## config.mk

```make
export PLATFORM = sky130hd
export DESIGN_NAME = imem_loader_server
export DESIGN_NICKNAME = d
export VERILOG_FILES = /design/src/rtl/imem_pkg.sv /design/src/rtl/imem_word_ram.sv /design/src/rtl/imem_loader_server.sv
export SDC_FILE = /design/constraint.sdc
export NUM_CORES = 2
export LEC_CHECK = 0
export CAP_MARGIN = 40
export CORE_MARGIN = 2
export CORE_UTILIZATION = 40
export CTS_BUF_LIST = sky130_fd_sc_hd__clkbuf_16
export DETAILED_ROUTE_END_ITERATION = 12
export PLACE_DENSITY = 0.62
export SYNTH_ARGS = -nofsm -noshare
export SYNTH_HDL_FRONTEND = slang
export SYNTH_SLANG_ARGS = --single-unit
export TNS_END_PERCENT = 30
```

## constraint.sdc

```tcl
create_clock -name clk -period 4.5 [get_ports clk]
set_input_delay 0.9 -clock clk [delete_from_list [all_inputs] [get_ports clk]]
set_output_delay 0.9 -clock clk [all_outputs]
set_load 0.05 [all_outputs]
```

## src/rtl/imem_pkg.sv

```systemverilog
// Shared types and constants for the instruction-memory boot loader.
// Optional feature macro: IMEM_LOADER_CHECKSUM_EN adds the CHK state
// (one trailing XOR checksum byte after the payload).
package imem_pkg;

   // Width of the big-endian word-count header
   localparam int HDR_W = 16;

   // Word returned for unloaded, out-of-range or not-yet-running fetches
   localparam logic [31:0] NOP_WORD_DEFAULT = 32'hff000000;

   typedef enum logic [2:0] {
      HDR0  = 3'd0,
      HDR1  = 3'd1,
      WORDS = 3'd2,
`ifdef IMEM_LOADER_CHECKSUM_EN
      CHK   = 3'd3,
`endif
      RUN   = 3'd4,
      ERR   = 3'd5
   } imem_state_t;

endpackage

```

## src/rtl/imem_word_ram.sv

```systemverilog
// DEPTH_WORDS x 32 instruction store: synchronous write, registered read,
// plus one valid bit per word so unwritten words can be reported as empty
// without a clearing sweep. Only the valid bits are reset; the data array
// stays resetless so it maps onto block RAM.
module imem_word_ram #(
   parameter int DEPTH_WORDS = 64,
   parameter int AW          = (DEPTH_WORDS > 1) ? $clog2(DEPTH_WORDS) : 1
) (
   input  logic          clk,
   input  logic          rst,
   input  logic          wr_en,
   input  logic [AW-1:0] wr_addr,
   input  logic [31:0]   wr_data,
   input  logic          rd_en,
   input  logic [AW-1:0] rd_addr,
   output logic [31:0]   rd_data,
   output logic          rd_valid
);

   logic [31:0]            mem [DEPTH_WORDS];
   logic [DEPTH_WORDS-1:0] valid_bits;

   // Data array write and registered read (no reset so it infers block RAM)
   always_ff @(posedge clk) begin
      if (wr_en) begin
         mem[wr_addr] <= wr_data;
      end
      if (rd_en) begin
         rd_data <= mem[rd_addr];
      end
   end

   // Per-word valid bits and the registered valid flag of the last read
   always_ff @(posedge clk or posedge rst) begin
      if (rst) begin
         valid_bits <= '0;
         rd_valid   <= 1'b0;
      end else begin
         if (wr_en) begin
            valid_bits[wr_addr] <= 1'b1;
         end
         if (rd_en) begin
            rd_valid <= valid_bits[rd_addr];
         end
      end
   end

endmodule

```

## src/rtl/imem_loader_server.sv

```systemverilog
// Boot loader + instruction server. A byte stream (16-bit big-endian word
// count, then big-endian 32-bit words) fills the instruction RAM while the
// CPU is held; once the load completes the CPU is released and fetches are
// served with one cycle of latency.
// Optional feature macro: IMEM_LOADER_CHECKSUM_EN -- expect one trailing
// byte equal to the XOR of all payload bytes before entering RUN.
module imem_loader_server
   import imem_pkg::*;
#(
   parameter int          DEPTH_WORDS = 64,
   parameter logic [31:0] NOP_WORD    = NOP_WORD_DEFAULT
) (
   input  logic        clk,
   input  logic        rst,
   input  logic [31:0] fetch_addr_i,
   input  logic        fetch_en_i,
   output logic [31:0] instruction_o,
   input  logic [7:0]  load_byte_i,
   input  logic        load_valid_i,
   output logic        load_ready_o,
   output logic        cpu_hold_o,
   output logic        load_err_o
);

   localparam int AW = (DEPTH_WORDS > 1) ? $clog2(DEPTH_WORDS) : 1;

   imem_state_t      state;
   logic [HDR_W-1:0] count_reg;
   logic [HDR_W-1:0] ptr_reg;
   logic [1:0]       byte_idx_reg;
   logic [23:0]      asm_reg;
`ifdef IMEM_LOADER_CHECKSUM_EN
   logic [7:0]       csum_reg;
`endif
   logic             hit_reg;

   logic [HDR_W-1:0] hdr_count;
   logic             hdr_bad;
   logic             last_word;
   logic             in_range;
   logic             wr_en;
   logic [31:0]      wr_data;
   logic             rd_en;
   logic [31:0]      rd_data;
   logic             rd_valid;

   // Header decode: count_reg already holds the high byte while in HDR1
   assign hdr_count = {count_reg[HDR_W-1:8], load_byte_i};
   assign hdr_bad   = (hdr_count == '0) || (32'(hdr_count) > 32'(DEPTH_WORDS));
   assign last_word = (ptr_reg == count_reg - HDR_W'(1));

   // The 4th byte of a word completes it and is written on the same edge
   assign wr_en   = (state == WORDS) && load_valid_i && (byte_idx_reg == 2'd3);
   assign wr_data = {asm_reg, load_byte_i};

   // Addresses never wrap: anything at or above DEPTH_WORDS is a miss
   assign in_range = (fetch_addr_i < 32'(DEPTH_WORDS));
   assign rd_en    = (state == RUN) && fetch_en_i && in_range;

   imem_word_ram #(
      .DEPTH_WORDS (DEPTH_WORDS),
      .AW          (AW)
   ) u_ram (
      .clk      (clk),
      .rst      (rst),
      .wr_en    (wr_en),
      .wr_addr  (ptr_reg[AW-1:0]),
      .wr_data  (wr_data),
      .rd_en    (rd_en),
      .rd_addr  (fetch_addr_i[AW-1:0]),
      .rd_data  (rd_data),
      .rd_valid (rd_valid)
   );

   // Load FSM with registered handshake/status outputs
   always_ff @(posedge clk or posedge rst) begin
      if (rst) begin
         state        <= HDR0;
         count_reg    <= '0;
         ptr_reg      <= '0;
         byte_idx_reg <= 2'd0;
         asm_reg      <= '0;
`ifdef IMEM_LOADER_CHECKSUM_EN
         csum_reg     <= 8'd0;
`endif
         load_ready_o <= 1'b1;
         cpu_hold_o   <= 1'b1;
         load_err_o   <= 1'b0;
      end else begin
         case (state)
            HDR0: begin
               if (load_valid_i) begin
                  count_reg[HDR_W-1:8] <= load_byte_i;
                  state                <= HDR1;
               end
            end
            HDR1: begin
               if (load_valid_i) begin
                  if (hdr_bad) begin
                     state        <= ERR;
                     load_ready_o <= 1'b0;
                     load_err_o   <= 1'b1;
                  end else begin
                     count_reg    <= hdr_count;
                     ptr_reg      <= '0;
                     byte_idx_reg <= 2'd0;
`ifdef IMEM_LOADER_CHECKSUM_EN
                     csum_reg     <= 8'd0;
`endif
                     state        <= WORDS;
                  end
               end
            end
            WORDS: begin
               if (load_valid_i) begin
                  asm_reg      <= {asm_reg[15:0], load_byte_i};
                  byte_idx_reg <= byte_idx_reg + 2'd1;
`ifdef IMEM_LOADER_CHECKSUM_EN
                  csum_reg     <= csum_reg ^ load_byte_i;
`endif
                  if (byte_idx_reg == 2'd3) begin
                     ptr_reg <= ptr_reg + HDR_W'(1);
                     if (last_word) begin
`ifdef IMEM_LOADER_CHECKSUM_EN
                        state        <= CHK;
`else
                        state        <= RUN;
                        load_ready_o <= 1'b0;
                        cpu_hold_o   <= 1'b0;
`endif
                     end
                  end
               end
            end
`ifdef IMEM_LOADER_CHECKSUM_EN
            CHK: begin
               if (load_valid_i) begin
                  load_ready_o <= 1'b0;
                  if (load_byte_i == csum_reg) begin
                     state      <= RUN;
                     cpu_hold_o <= 1'b0;
                  end else begin
                     state      <= ERR;
                     load_err_o <= 1'b1;
                  end
               end
            end
`endif
            RUN: begin
            end
            ERR: begin
            end
            default: begin
               state        <= ERR;
               load_ready_o <= 1'b0;
               cpu_hold_o   <= 1'b1;
               load_err_o   <= 1'b1;
            end
         endcase
      end
   end

   // Remember whether the last RUN fetch hit the array; held when fetch_en_i is low
   always_ff @(posedge clk or posedge rst) begin
      if (rst) begin
         hit_reg <= 1'b0;
      end else if ((state == RUN) && fetch_en_i) begin
         hit_reg <= in_range;
      end
   end

   // Output is selected purely from registered RAM data and registered flags
   assign instruction_o = (hit_reg && rd_valid) ? rd_data : NOP_WORD;

endmodule

```

# Yosys cells after proc, flatten, opt, wreduce, memory -nomap -nowiden
# Memory sizes are Yosys's and may differ from the RTL's. A register that Yosys moved wholly into a read port is not among the register bits.
# Cells that the tools add are included.
[op_classes]
add_sub_neg = 3
n_lt_le_gt_ge = 5
eq_ne = 13
n_mux = 35
bitwise_logic = 7
n_reduce_logical = 23
[op_table]
columns = ["op", "n"]
rows = [
  ["2-to-1 mux 16 bit", 4],
  ["bitwise OR 64 bit", 1],
  ["less-than comparator 32 x 7 -> 1 bit (second input constant)", 1],
  ["2-to-1 mux 32 bit", 1],
  ["one-hot mux 16 bit (2 select lines)", 1],
  ["2-to-1 mux 3 bit", 6],
  ["adder 16 x 1 -> 16 bit (second input constant)", 1],
  ["== test 16 bit", 1],
  ["> comparator 16 x 7 -> 1 bit (second input constant)", 1],
  ["zero test 16 bit", 1],
  ["one-hot mux 8 bit (2 select lines)", 1],
  ["subtractor 16 x 1 -> 16 bit (second input constant)", 1],
  ["less-than comparator 6 x 7 -> 1 bit (second input constant)", 2],
  ["inequality test 2 bit (second input constant)", 6],
  ["one-hot mux 3 bit (4 select lines)", 1],
  ["AND reduction 6 bit", 2],
  ["2-to-1 mux 1 bit", 11],
  ["AND reduction 3 bit", 3],
  ["2-to-1 mux 8 bit", 1],
  ["AND reduction 4 bit", 2],
  ["OR reduction 4 bit", 2],
  ["binary-select mux 1 bit (select 6 bit)", 1],
  ["demux 1 bit (select 6 bit)", 1],
  ["== test 3 bit (second input constant)", 2],
  ["19 further kinds", 32],
]
[totals]
ff_bits = 130
ramBits = 2048
inputBits = 44
out_inout_bits = 35
wordCells = 99
memories = 1
[mem_list]
columns = ["memory", "depth", "word_bits", "read_ports", "rd_clocked_by_memory_dff", "wr", "line_no", "text"]
rows = [
  ["u_ram.mem", 64, 32, 1, 1, 1, "imem_word_ram.sv:20", "logic [31:0] mem [DEPTH_WORDS];"],
]

# Longest topological paths before layout
[logic_depth]
word_depth = 6
depth_mapped = 10
mapped_depth_nobuf = 8

# By module
# From an unflattened synthesis, not the netlist that was laid out.
[hier_totals]
hier_cells = 3673
hier_area_um2 = 84930.2
[modules_own_cells]
columns = ["mod", "n_inst", "cells_per_inst", "area_each_um2", "seq_area_each_um2"]
rows = [
  ["imem_word_ram", 1, 3267, 81369.3, 64086.5],
  ["imem_loader_server", 1, 406, 3560.9, 1629.1],
]

# Least setup slack after synthesis
# No wires, ideal clock.
[synth_path]
kind = "input to register"
startpoint = "input load_valid_i"
endpoint = "memory u_ram.mem[48][0], enable pin"
setup_ns = 0.422
t_arrival_ns = 3.304
required_ns = 4.078
path_slack_ns = 0.774
cell_stages = 6
path_buffers = 1
path_cell_list = "nor4bb_1 > buf_2 > nand2_1 > nor2_1 > nand3_1 > nor2_1"
[synth_via]
elab_chain_cells = 4
[synth_rtl]
columns = ["item", "line_no", "text"]
rows = [
  ["from (decl)", "imem_loader_server.sv:19", "input logic load_valid_i,"],
  ["logical AND 1 bit (2 in a row)", "imem_loader_server.sv:53", "assign wr_en = (state == WORDS) && load_valid_i && (byte_idx_reg == 2'd3);"],
  ["2-to-1 mux 1 bit", "imem_word_ram.sv:25", "if (wr_en) begin"],
  ["2-to-1 mux 1 bit (not written as such)", "imem_word_ram.sv:26", "mem[wr_addr] <= wr_data;"],
  ["to (decl)", "imem_word_ram.sv:20", ""],
]
# Every way passes these cells.

# Worst setup path after layout
[layout_path]
startpoint = "register hit_reg"
endpoint = "output instruction_o[14]"
[layout_via]
elab_chain_cells = 2
[layout_rtl]
columns = ["item", "line_no", "text"]
rows = [
  ["from (decl)", "imem_loader_server.sv:35", "logic hit_reg;"],
  ["from (signal assigned)", "imem_loader_server.sv:168", "hit_reg <= in_range;"],
  ["logical AND 1 bit", "imem_loader_server.sv:173", "assign instruction_o = (hit_reg && rd_valid) ? rd_data : NOP_WORD;"],
  ["2-to-1 mux 32 bit", "imem_loader_server.sv:173", ""],
  ["to (decl)", "imem_loader_server.sv:17", "output logic [31:0] instruction_o,"],
]
# Every way passes these cells.

==> impl_metrics.ini <==
[sta]
setup_slack_ns = 0.303
fmax_mhz = 238
grt_setup_unrepaired = no
final.setup_skew_ns = 0.0290
drv_slew = 0
finalHoldViolCount = 0
tightestPinTransition_ns = 0.916
setup_viol = 0
tns_ns = 0
period_share_pct = 93.3
post-route-min-period_ns = 4.20
slew_headroom_pct = 38.8

[critical_path]
cp_max_fo = 18
worstPathRequired_ns = 3.60
startpoint_type = register
r2r-end = u_ram.mem[30][13]
cp_cell_sequence = buf_4 > and3_1 > clkdlybuf4s50_1
timing.rr.start = state[1]
critPathSlowestCell = clkdlybuf4s50_1
critPathMaxStageDelay_ns = 0.89
reg2reg_depth = 5
cp_top_family = buffers and inverters
reg2reg_slack_ns = 1.36
crit_arrival_ns = 3.30
cp-end-kind = primary output
crit_buf_inv = 2
path_class = reg -> out

[hold_path]
hold_depth = 2
whs_endpoint = count_reg[14]
min_path_type = in -> reg
min-delay-start = load_byte_i[6]

[cts]
cts_hold_buf = 0
clock_latency_ns = 0.82
cts-root-buf = clkbuf_16
postCtsSetupRepairBufs = 0
cts_buffers = 217
max-clock-path-buffers = 3
cts_tree = done
cts_resized = 0
clock_sink_count = 2210
clk_pin_slew_ns = 0.06
cts_max_level = 4

[route]
drt-met1-wl_um = 86500
vias_per_cell = 5.73
drc = 0
top_layer = met5
ant_nets = 0
wl_met3_um = 18700
wire_per_inst_um = 30.7
wl_um = 213000
wl_met2_um = 102000
first_pass_iters = 7
drtIter0Drc = 4681
via_count = 39700

[place]
numPortBuffers = 78
dp_slack_ns = 0.378
place_congestion = 0.776
dp_hpwl_um = 120000

[die]
die_area_um2 = 216000
ios = 79
fp.dieH_um = 464
die-width_um = 464
placementRows = 169
core-area_um2 = 211000
start_util_pct = 40.1

[layout]
fill_cells = 17200
top_register = u_ram.mem
largest_reg_flops = 2048
largest_registers = u_ram.mem: 2048 flops, u_ram.valid_bits: 64 flops, u_ram.rd_data: 32 flops
fin_nets = 3978
fin_util_pct = 46.5
area_growth_pct = 15.9
final_layout_size_suffix_gt1_share_pct = 33.7

[logic_synthesis]
synth_cell_type_count = 59
yosys_warnings = 0
syn-instance-count = 3603
ys_ff_latch = 2210
synth_edf_count = 2080
synth_ff_type = edfxtp_1
syn_area_um2 = 84800
synth-seq-area-share_pct = 77.5
async_flop_share_pct = 5.88
synth_area_per_cell_um2 = 23.5
syn_nets = 3650

[job]
drv_cap = 0

[global_routing]
grt.total_usage_pct = 19.6
grt-ovfl-total = 0
grt_pass1_wl_um = 303000
antenna_found_initial = 6
grt_max_degree = 84
grt_pass1_vias = 40800

[power_and_ir_drop]
leakagePower_nw = 35.6
powerDensity_nw_per_um2 = 412
ir_drop_mv = 0.448

[run_status]
status = complete, no violations
## area by class of cell
type / instances / area [um2] / share of cell area (%)
Antenna cell: 1 / 2.50 / 0.00255
Clock buffer: 225 / 5630 / 5.73
Clock inverter: 177 / 1150 / 1.17
Inverter: 16 / 72.6 / 0.0738
Multi-Input combinational cell: 1192 / 18700 / 19.0
Sequential cell: 2210 / 65700 / 66.9
Tap cell: 2821 / 3530 / 3.59
Timing Repair Buffer: 294 / 3470 / 3.53
## kinds of logic (layout without fill, tap and decap cells)
| kind of cell | Yosys count | after routing | synth area share (%) |
|---|---|---|---|
| flip-flops | 2210 | 2210 | 77.5 |
| multiplexers | 701 | 701 | 18.0 |
| AND/OR/NAND/NOR | 335 | 335 | 2.07 |
| buffers and inverters | 201 | 712 | 1.08 |
| AO/OA/AOI/OAI | 122 | 122 | 1.01 |
| XOR/XNOR | 31 | 31 | 0.320 |
| adder cells (fa/ha/maj) | 3 | 3 | 0.0443 |
| other | 0 | 1 | 0 |
## placed cells by master, fill, tap and decap left out, drive strengths merged, types with 41 or more instances in the layout
cell	n
dfrtp	128
nor2	95
mux4	655
clkdlybuf4s50	67
clkinv	106
mux2	41
nand2	52
inv	67
or2	73
edfxtp	2080
buf	227
a22oi	63
clkbuf	225
## cells in the mapped netlist, drive strengths merged (3+ instances only)
cell type | instances | area share (%)
a211oi | 3 | 0.027
a21oi | 14 | 0.083
a22oi | 63 | 0.56
and2 | 4 | 0.029
and3 | 27 | 0.20
and4 | 4 | 0.041
buf | 91 | 0.60
clkbuf | 94 | 0.42
dfrtp | 128 | 3.8
edfxtp | 2080 | 74
ha | 3 | 0.044
inv | 16 | 0.071
mux2 | 41 | 0.54
mux2i | 5 | 0.059
mux4 | 655 | 17
nand2 | 52 | 0.23
nand3 | 18 | 0.11
nand3b | 6 | 0.053
nand4 | 7 | 0.052
nor2 | 95 | 0.42
nor2b | 12 | 0.089
nor3 | 8 | 0.047
nor4 | 11 | 0.096
o2111ai | 3 | 0.031
o21ai | 16 | 0.094
o21bai | 3 | 0.027
o22ai | 4 | 0.029
or2 | 73 | 0.54
or3 | 6 | 0.044
xnor2 | 12 | 0.12
xor2 | 19 | 0.20
## worst max path at each step
stage,start,endpoint,slack [ns],depth (start not counted)
after global routing,hit_reg,instruction_o[14],0.21,3
after global placement,fetch_addr_i[4],u_ram.rd_data[25],0.38,7
after CTS,hit_reg,instruction_o[14],0.25,3
after floorplan,rst,asm_reg[0],0.13,1
after detailed placement,fetch_addr_i[4],u_ram.rd_data[25],0.38,7
final,hit_reg,instruction_o[14],0.30,3
## report_power, final
part | total (W) | internal [W] | switching, W
sequential | 0.0222 | 0.0222 | 0.00000812
clock | 0.0172 | 0.00972 | 0.00753
combinational | 0.00105 | 0.000437 | 0.000611
## metal layers
layer / vias to the layer above / global-route usage (%)
met5: - / 0
met4: 2 / 5.08
met3: 279 / 4.77
met2: 1741 / 31.2
met1: 21700 / 27.3
li1: 16000 / -
## through the flow
| step | instances | cell area [um2] | hold WS [ns] | power (W) |
|---|---|---|---|---|
| 6_report | 6936 | 98300 | 0.426 | 0.0405 |
| 2_1_floorplan | 3603 | 84800 | 0.434 | 0.0233 |
| 3_5_place_dp | 6533 | 91500 | 0.448 | 0.0237 |
| 4_1_cts | 6935 | 98300 | 0.360 | 0.0408 |
| 3_3_place_gp | 6510 | 91000 | 0.444 | 0.0237 |
| 5_1_grt | 6935 | 98300 | 0.384 | 0.0417 |
Power figures use the tool's default switching activity.
